### config.mk
export PLATFORM = sky130hd
export DESIGN_NAME = ssd_scan_driver
export DESIGN_NICKNAME = d
export VERILOG_FILES = /design/src/rtl/ssd_pkg.sv /design/src/rtl/tick_gen.sv /design/src/rtl/ssd_scan_driver.sv
export SDC_FILE = /design/constraint.sdc
export NUM_CORES = 1
export LEC_CHECK = 0
export BUFFER_PORTS_ARGS = -buffer_cell sky130_fd_sc_hd__buf_2
export CAP_MARGIN = 30
export CELL_PAD_IN_SITES_DETAIL_PLACEMENT = 0
export CELL_PAD_IN_SITES_GLOBAL_PLACEMENT = 2
export CORE_MARGIN = 10
export CORE_UTILIZATION = 30
export DETAILED_ROUTE_END_ITERATION = 16
export PLACE_DENSITY_LB_ADDON = 0.1
export REMOVE_ABC_BUFFERS = 1
export SLEW_MARGIN = 0
export SYNTH_ARGS = -nofsm -noshare
export SYNTH_HDL_FRONTEND = slang
export SYNTH_HIERARCHICAL = 1
export SYNTH_SLANG_ARGS = --single-unit
### constraint.sdc
create_clock -name clk -period 2.6 [get_ports clk]
set_input_delay 0.13 -clock clk [delete_from_list [all_inputs] [get_ports clk]]
set_output_delay 0.13 -clock clk [all_outputs]
set_load 0.005 [all_outputs]
### src/rtl/ssd_pkg.sv
// Shared definitions for the seven-segment display blocks: glyph constants,
// the load bundle type and the BCD-to-segment decoder. Segments are
// ordered {g,f,e,d,c,b,a} and are active low.
package ssd_pkg;

    localparam int NUM_DIGITS = 4;

    localparam logic [6:0] SEG_BLANK = 7'b1111111;
    localparam logic [6:0] SEG_DASH  = 7'b0111111;
    localparam logic [6:0] SEG_0     = 7'b1000000;
    localparam logic [6:0] SEG_1     = 7'b1111001;
    localparam logic [6:0] SEG_2     = 7'b0100100;
    localparam logic [6:0] SEG_3     = 7'b0110000;
    localparam logic [6:0] SEG_4     = 7'b0011001;
    localparam logic [6:0] SEG_5     = 7'b0010010;
    localparam logic [6:0] SEG_6     = 7'b0000010;
    localparam logic [6:0] SEG_7     = 7'b1111000;
    localparam logic [6:0] SEG_8     = 7'b0000000;
    localparam logic [6:0] SEG_9     = 7'b0010000;

    // One complete display image: four BCD nibbles plus their decimal points.
    typedef struct packed {
        logic [4*NUM_DIGITS-1:0] digits;
        logic [NUM_DIGITS-1:0]   dp;
    } frame_t;

    // Non-BCD nibbles render as a dash so bad data is visible, not hidden.
    function automatic logic [6:0] bcd_to_seg(input logic [3:0] nibble);
        logic [6:0] seg;
        case (nibble)
            4'd0:    seg = SEG_0;
            4'd1:    seg = SEG_1;
            4'd2:    seg = SEG_2;
            4'd3:    seg = SEG_3;
            4'd4:    seg = SEG_4;
            4'd5:    seg = SEG_5;
            4'd6:    seg = SEG_6;
            4'd7:    seg = SEG_7;
            4'd8:    seg = SEG_8;
            4'd9:    seg = SEG_9;
            default: seg = SEG_DASH;
        endcase
        return seg;
    endfunction

endpackage

### src/rtl/tick_gen.sv
// Free-running prescaler: emits a one-cycle tick every DIV clock cycles.
// The first tick appears DIV cycles after reset is released.
module tick_gen #(
    parameter int DIV = 100_000
) (
    input  logic clk,
    input  logic reset,
    output logic tick
);

    localparam int CW = (DIV > 1) ? $clog2(DIV) : 1;
    localparam logic [CW-1:0] LAST = CW'(DIV - 1);

    logic [CW-1:0] count_q;

    // Count 0..DIV-1 and wrap; the tick is the terminal count itself.
    always_ff @(posedge clk) begin
        if (reset) begin
            count_q <= '0;
        end else if (count_q == LAST) begin
            count_q <= '0;
        end else begin
            count_q <= count_q + CW'(1);
        end
    end

    assign tick = (count_q == LAST);

endmodule

### src/rtl/ssd_scan_driver.sv
// Multiplexed four-digit seven-segment driver. Loads arrive through a
// valid/ready handshake into a pending buffer and are promoted to the
// display buffer only when the scan wraps from digit 3 to digit 0, so a
// frame is always drawn from a single image. All pin outputs are registered
// and change only on refresh ticks.
module ssd_scan_driver
    import ssd_pkg::*;
#(
    parameter int REFRESH_DIV = 100_000,
    parameter int BLINK_TICKS = 250
) (
    input  logic                    clk,
    input  logic                    reset,
    input  logic                    load_valid,
    output logic                    load_ready,
    input  logic [4*NUM_DIGITS-1:0] digits,
    input  logic [NUM_DIGITS-1:0]   dp_mask,
    input  logic                    blank_lz,
    input  logic                    blink_en,
    output logic [6:0]              ssdCathode,
    output logic                    ssdDp,
    output logic [7:0]              ssdAnode
);

    localparam int BCW = (BLINK_TICKS > 1) ? $clog2(BLINK_TICKS) : 1;
    localparam logic [BCW-1:0] BLINK_LAST = BCW'(BLINK_TICKS - 1);
    localparam logic [1:0] LAST_SLOT = 2'(NUM_DIGITS - 1);

    logic tick;

    logic           pending_q, pending_d;
    frame_t         pend_q, pend_d;
    frame_t         disp_q, disp_d;
    logic [1:0]     scan_idx_q, scan_idx_d;
    logic [BCW-1:0] blink_cnt_q, blink_cnt_d;
    logic           blink_phase_q, blink_phase_d;
    logic [3:0]     anode_q, anode_d;
    logic [6:0]     cathode_q, cathode_d;
    logic           dp_q, dp_d;

    logic [3:0]     cur_nibble;
    logic           lz_blank;
    logic [6:0]     cur_seg;

    tick_gen #(
        .DIV (REFRESH_DIV)
    ) u_tick_gen (
        .clk   (clk),
        .reset (reset),
        .tick  (tick)
    );

    assign load_ready = !pending_q;

    // Glyph for the digit under the scan pointer. A digit is a leading zero
    // when it and every more significant digit are zero; digit 0 never is.
    always_comb begin
        cur_nibble = disp_q.digits[{scan_idx_q, 2'b00} +: 4];
        lz_blank   = blank_lz && (scan_idx_q != 2'd0)
                     && ((disp_q.digits >> {scan_idx_q, 2'b00}) == '0);
        cur_seg    = lz_blank ? SEG_BLANK : bcd_to_seg(cur_nibble);
    end

    // Next-state logic: handshake, frame-boundary promotion, scan and blink.
    always_comb begin
        pending_d     = pending_q;
        pend_d        = pend_q;
        disp_d        = disp_q;
        scan_idx_d    = scan_idx_q;
        blink_cnt_d   = blink_cnt_q;
        blink_phase_d = blink_phase_q;
        anode_d       = anode_q;
        cathode_d     = cathode_q;
        dp_d          = dp_q;

        if (tick) begin
            anode_d    = (blink_en && blink_phase_q) ? 4'hF
                                                     : ~(4'b0001 << scan_idx_q);
            cathode_d  = cur_seg;
            dp_d       = ~disp_q.dp[scan_idx_q];
            scan_idx_d = scan_idx_q + 2'd1;

            if ((scan_idx_q == LAST_SLOT) && pending_q) begin
                disp_d    = pend_q;
                pending_d = 1'b0;
            end

            if (blink_en) begin
                if (blink_cnt_q == BLINK_LAST) begin
                    blink_cnt_d   = '0;
                    blink_phase_d = ~blink_phase_q;
                end else begin
                    blink_cnt_d = blink_cnt_q + BCW'(1);
                end
            end
        end

        if (!blink_en) begin
            blink_cnt_d   = '0;
            blink_phase_d = 1'b0;
        end

        if (load_valid && load_ready) begin
            pend_d.digits = digits;
            pend_d.dp     = dp_mask;
            pending_d     = 1'b1;
        end
    end

    // State and output registers; reset leaves the display dark and empty.
    always_ff @(posedge clk) begin
        if (reset) begin
            pending_q     <= 1'b0;
            pend_q        <= '0;
            disp_q        <= '0;
            scan_idx_q    <= 2'd0;
            blink_cnt_q   <= '0;
            blink_phase_q <= 1'b0;
            anode_q       <= 4'hF;
            cathode_q     <= SEG_BLANK;
            dp_q          <= 1'b1;
        end else begin
            pending_q     <= pending_d;
            pend_q        <= pend_d;
            disp_q        <= disp_d;
            scan_idx_q    <= scan_idx_d;
            blink_cnt_q   <= blink_cnt_d;
            blink_phase_q <= blink_phase_d;
            anode_q       <= anode_d;
            cathode_q     <= cathode_d;
            dp_q          <= dp_d;
        end
    end

    assign ssdAnode   = {4'hF, anode_q};
    assign ssdCathode = cathode_q;
    assign ssdDp      = dp_q;

endmodule

== Word level (Yosys, flattened, before mapping) ==
Memory sizes are Yosys's and may differ from the RTL's.
Index checks and enable logic that the tools add are counted.
Operators by class
  $lt $le $gt $ge: 1
  bitwise gates (word level): 4
  reduce and logical (&&, ||, !) cells: 15
  eq/ne operators: 3
  muxes and demuxes: 8
  shifts and indexed selects: 3
  add/sub/neg operators: 3
Operators by type and width (count)
  $add 17x1->17 const B: 1
  $eq 17x17->1 const B: 1
  $logic_not 16->1: 1
  $shiftx 16x5->4: 1
  $shr 16x4->16: 1
  $add 8x1->8 const B: 1
  $eq 8x8->1 const B: 1
  $mux 8: 1
  $mux 7: 1
  $reduce_and 2->1: 3
  $reduce_bool 2->1: 3
  $logic_and 1x1->1: 5
  $mux 1: 4
  $mux 4: 1
  $not 4->4: 1
  $reduce_or 2->1: 2
  $shl 1x2->4 const A: 1
  $lt 2x3->1 const B: 1
  $not 1->1: 3
  $add 2x1->2 const B: 1
  $bmux 1 s2: 1
  $eq 2x2->1 const B: 1
  $logic_not 1->1: 1
Word-level totals
  logic and storage cells: 50
  output and inout bits: 17
  bits in read-only memories: 112
  register bits after elaboration: 81
  memories: 1
  bits of input ports: 25
Memories
  (name not given): words 16, bits a word 7, rd ports 1, clocked after memory_dff 0, write ports 0, RTL line ssd_pkg.sv:30  | case (nibble)

== Depth between registers and ports, before layout ==
  depth after elaboration: 5
  depth in mapped cells: 9
  mapped depth without buffers: 7

== Hierarchy ==
Netlist, hierarchy kept.
By module, submodules not included
  ssd_scan_driver: cells each 331, times used 1, area each 2777.7 um^2, seq. area each 1281.2 um^2
  tick_gen: cells each 88, times used 1, area each 797.0 um^2, seq. area each 340.3 um^2

== Worst setup path after synthesis ==
OpenSTA, ideal clock, no wires.
  kind: register -> register
  start: register scan_idx_q[0]
  end: register cathode_q[4] (netlist: ssdCathode[4])
  slack: 414 ps
  setup time: 74 ps
  arrival: 2112 ps
  stages on the path, launching flop included: 8
  data required time: 2526 ps
  path buffers: 1
  period minus slack after synthesis: 2186 ps
  cell sequence: dfxtp_1 buf_6 mux4_1 inv_1 ha_1 nand3_1 a2111o_1 a31oi_1
On the way
  cells in the longest elaborated chain, start to end: 4
  elaborated cells between the ends (all ways): 8
  those cells by class: shift (2); mux (1); reduce/logical (4); memory (1)
RTL lines
  start: declaration: RTL line ssd_scan_driver.sv:34  | logic [1:0] scan_idx_q, scan_idx_d;
  start signal: assignment: RTL line ssd_scan_driver.sv:126  | scan_idx_q <= scan_idx_d;
  parallel branches: the longest is 3 deep, another holds $mem_v2 16x7
  $mux 7 (*): RTL line ssd_scan_driver.sv:61  | cur_seg = lz_blank ? SEG_BLANK : bcd_to_seg(cur_nibble);
  end signal: assignment: RTL line ssd_scan_driver.sv:130  | cathode_q <= cathode_d;
  end: declaration: RTL line ssd_scan_driver.sv:38  | logic [6:0] cathode_q, cathode_d;
Every way passes the cells marked *.
A chain may end at the register's enable or synchronous reset.

== Worst setup path after layout ==
  start: register scan_idx_q[0]
  end: register cathode_q[3] (netlist: ssdCathode[3])
The elaborated chain is that of the path after synthesis.

==> summary by stage <==
Run status
The flow ran to the end, and the final reports show no timing, DRC or antenna violations.

Setup path
The required time of the worst setup path is 2.86 ns. The data arrival time at the worst-slack endpoint is 2.58 ns. The setup check on the worst reg-to-reg path leaves a slack of 0.28 ns. The critical path in this run is classified as reg -> reg.

The maximum fanout count along the critical path is 7. The worst setup path is captured at a register. The worst setup path is launched from a register.

STA
Setup repair after global routing left no endpoint under its margin. Derived from the worst setup path, the maximum achievable clock frequency is 0.431 GHz. Measured against its own limit, the worst slew margin works out to 49.9%. For the pin with the worst max-slew slack, the measured transition is 0.750 ns. The max-slew violation total from the final report is 0. Clock skew on the completed layout was measured at approximately 0.0090 ns. After layout, the minimum clock period comes to 2.32 ns. The final critical path takes up 89.3% of the cycle.

The summed negative setup slack over all endpoints is 0 ns. The setup violation total in the final timing report is 0. The number of hold-slack violations in the final timing report is 0.

The final setup slack of the worst path is approximately 0.28 ns.

Clock tree
In this run the deepest clock path goes through 2 buffers. The number of buffers inserted during clock tree synthesis is 9. The clock latency reported for the late side of the worst-skew pair is about 0.34 ns. The hold buffer count at CTS is 0. The clock drives 81 sinks. Clock-pin slew was measured on the worst setup and hold paths at ~0.070 ns.

The clock root buffer master is sky130_fd_sc_hd__clkbuf_16. TritonCTS built the clock tree. The maximum level of the CTS H-tree is 3. The post-CTS resize count is 0. The number of setup buffers added after CTS is 0.

Min path
The path class of the tightest hold or removal check is in -> reg.

Yosys
Synthesis instantiated 46 different standard cells from the library. For this run, the leading register cell type out of synthesis is sky130_fd_sc_hd__dfxtp_1. Synthesis produced a netlist whose cell count is 419. The portion of synthesized area spent on multiplexers is 4.20%. The share of the Yosys chip area taken by registers is 45.4%. In the post-synthesis netlist, the biggest area contributors are sky130_fd_sc_hd__dfxtp_1 45%, sky130_fd_sc_hd__nand2_1 9.6%, sky130_fd_sc_hd__a21oi_1 6.6%. The dominant combinational cell family by area after synthesis is simple AND/OR/NAND/NOR gates. The area fraction in and, or, nand and nor cells after synthesis is a little under a quarter. The per-instance average area after synthesis is 8.53 µm². The area share of the largest cell type after synthesis is 45.4%. Summing the areas of all xor and xnor instances in the mapped netlist gives 4.66% of the synthesized area. The synthesized netlist occupies a cell area of 3570 µm². Yosys printed 6 warnings. The number of flops mapped to enable cells by yosys is 0. The cell type contributing the most total cell area after synthesis is sky130_fd_sc_hd__dfxtp_1. In the synthesized netlist the async set-or-reset flop fraction comes to 0%.

The post-synthesis adder-cell area fraction is approximately 4.2%. The complex-gate fraction of the synthesized area is 12.2%. Among all cell types in the netlist, the one instantiated most often is sky130_fd_sc_hd__nand2_1. In the synthesized netlist, the cells that appear most often are 91 x sky130_fd_sc_hd__nand2_1, 81 x sky130_fd_sc_hd__dfxtp_1, 47 x sky130_fd_sc_hd__a21oi_1. The flip-flop and latch count after synthesis is 81.

Floorplan
The initial core utilization is 30.9%. Measured along the y axis, the die boundary spans around 130 µm. The floorplan step defined a core boundary enclosing 11600 µm².

For this design the top-level I/O count stands at 42. The total die area is roughly 17000 µm². The die is 129 µm wide. The count of standard-cell rows is 39.

Detailed routing
The final routed wire length divided by cell count is 14.3 µm. The via count is 2890. The number of search-and-repair iterations in the first detailed-routing pass is 4. For this block, the routed nets add up to 8610 µm of wire. The count of antenna-violating nets left after detailed routing is 0.

The first routing iteration left 123 violations. The ratio of routed vias to standard cells is 4.80. In the routed design, unresolved DRC markers number 0.

Pwr
Across the VDD grid, the largest voltage drop is 0.249 mV. For this design the static power due to leakage is 1.49 nW. The power per standard cell area is 647 nW/µm².

GRT
The first global-routing pass estimated 14700 µm of wire. The total overflow left after global routing is 0. The number of antenna violations at the first check in global routing is 0.

The total global routing track utilization is 11.1%. Entering global routing, the biggest net connects 22 pins. The via count of the first global-routing pass came to ~2800.

Placed design
The congestion estimate from routability-driven global placement came to 0.744. At the placement stage, the worst setup path has a slack of 0.280 ns. Detailed placement finished with a half-perimeter wire length of 6040 µm. The number of port buffers is 37.

Flow run
The tool flagged a number of max-cap violations equal to 0.

Final layout
The repair_antennas step left the layout with diodes totalling 0. The number of nets at the end of the flow is between 400 and 500. Cells with a size suffix above 1 make up 16.3% of the layout. Relative to the synthesized area, the layout overhead comes to 17.7%.
==> layout by cell type, fill, tap and decap left out, types with 4 or more instances in the layout <==
master	synthesis	routed
sky130_fd_sc_hd__nor3_1	12	12
sky130_fd_sc_hd__nor2_1	29	29
sky130_fd_sc_hd__nand2_1	91	91
sky130_fd_sc_hd__nand3_1	11	11
sky130_fd_sc_hd__nand2b_1	5	5
sky130_fd_sc_hd__clkbuf_16	0	9
sky130_fd_sc_hd__xor2_1	9	9
sky130_fd_sc_hd__nand4_1	7	7
sky130_fd_sc_hd__xnor2_1	10	10
sky130_fd_sc_hd__buf_4	4	13
sky130_fd_sc_hd__dfxtp_1	81	81
sky130_fd_sc_hd__ha_1	12	12
sky130_fd_sc_hd__conb_1	1	4
sky130_fd_sc_hd__a31oi_1	4	4
sky130_fd_sc_hd__or3_1	4	4
sky130_fd_sc_hd__nor4_1	7	7
sky130_fd_sc_hd__o21ai_0	10	10
sky130_fd_sc_hd__inv_1	10	10
sky130_fd_sc_hd__buf_2	3	37
sky130_fd_sc_hd__a21oi_1	47	47
==> path summary, 6_finish.rpt <==
kind	cells after the start	end	start
worst max-delay path	6	ssdCathode[3]	scan_idx_q[0]
worst min-delay path	3	pend_q[7]	digits[3]
worst max register to register	6	ssdCathode[3]	scan_idx_q[0]
worst min register to register	2	disp_q[0]	pend_q[0]
==> metal layers <==
layer | vias up | wire length (µm) | part of all wire, % | global-route usage (%)
met4 | 0 | 140 | 1.6 | 6.22
li1 | 1498 | - | - | -
met2 | 46 | 3500 | 41 | 15.1
met3 | 10 | 318 | 3.7 | 2.98
met1 | 1336 | 4660 | 54 | 15.3
met5 | - | 0 | 0 | 0
==> worst max-delay path: stages (launching register included) <==
cell	delay [ns]
sky130_fd_sc_hd__dfxtp_1	0.44
sky130_fd_sc_hd__mux4_1	0.70
sky130_fd_sc_hd__inv_1	0.15
sky130_fd_sc_hd__ha_1	0.17
sky130_fd_sc_hd__nand3_1	0.08
sky130_fd_sc_hd__a2111o_1	0.51
sky130_fd_sc_hd__a41oi_1	0.19
==> cell type report <==
| type | instances | area, µm² |
|---|---|---|
| Clock inverter | 4 | 50.0 |
| Clock buffer | 12 | 267 |
| Sequential cell | 81 | 1620 |
| Fill cell | 1214 | 7360 |
| Inverter | 10 | 37.5 |
| Timing Repair Buffer | 50 | 283 |
| Multi-Input combinational cell | 302 | 1770 |
| Tap cell | 143 | 179 |
==> state kept, by name, indices dropped and copies added, names as in the netlist <==
| name | cells |
|---|---|
| u_tick_gen/count_q | 17 |
| scan_idx_q | 2 |
| ssdCathode | 7 |
| blink_cnt_q | 8 |
| ssdDp | 1 |
| pending_q | 1 |
| blink_phase_q | 1 |
| disp_q | 20 |
| anode_q | 4 |
| pend_q | 20 |
==> kinds of logic after synthesis <==
kind of cell | count (synthesis)
multiplexers | 8
AO/OA/AOI/OAI | 77
adder cells (fa/ha/maj) | 12
flip-flops | 81
XOR/XNOR | 19
other | 1
buffers and inverters | 39
AND/OR/NAND/NOR | 182
==> through the flow <==
stage,instance area [µm²],std cells,hold slack [ns],power [mW],util (%)
floorplan,3430,393,0.199,1.35,-
global placement,3890,586,0.371,1.41,33.6
detailed placement,3890,586,0.375,1.41,33.6
CTS,4210,602,0.00607,2.77,36.4
global route,4210,602,0.0268,2.83,36.4
finish,4210,602,0.0227,2.72,36.4
==> power breakdown <==
group | internal, mW | total (mW) | switching [mW]
Combinational | 0.0388 | 0.101 | 0.0620
Clock | 0.821 | 1.34 | 0.519
Sequential | 1.26 | 1.28 | 0.0151
(Power assumes the default switching activity.)
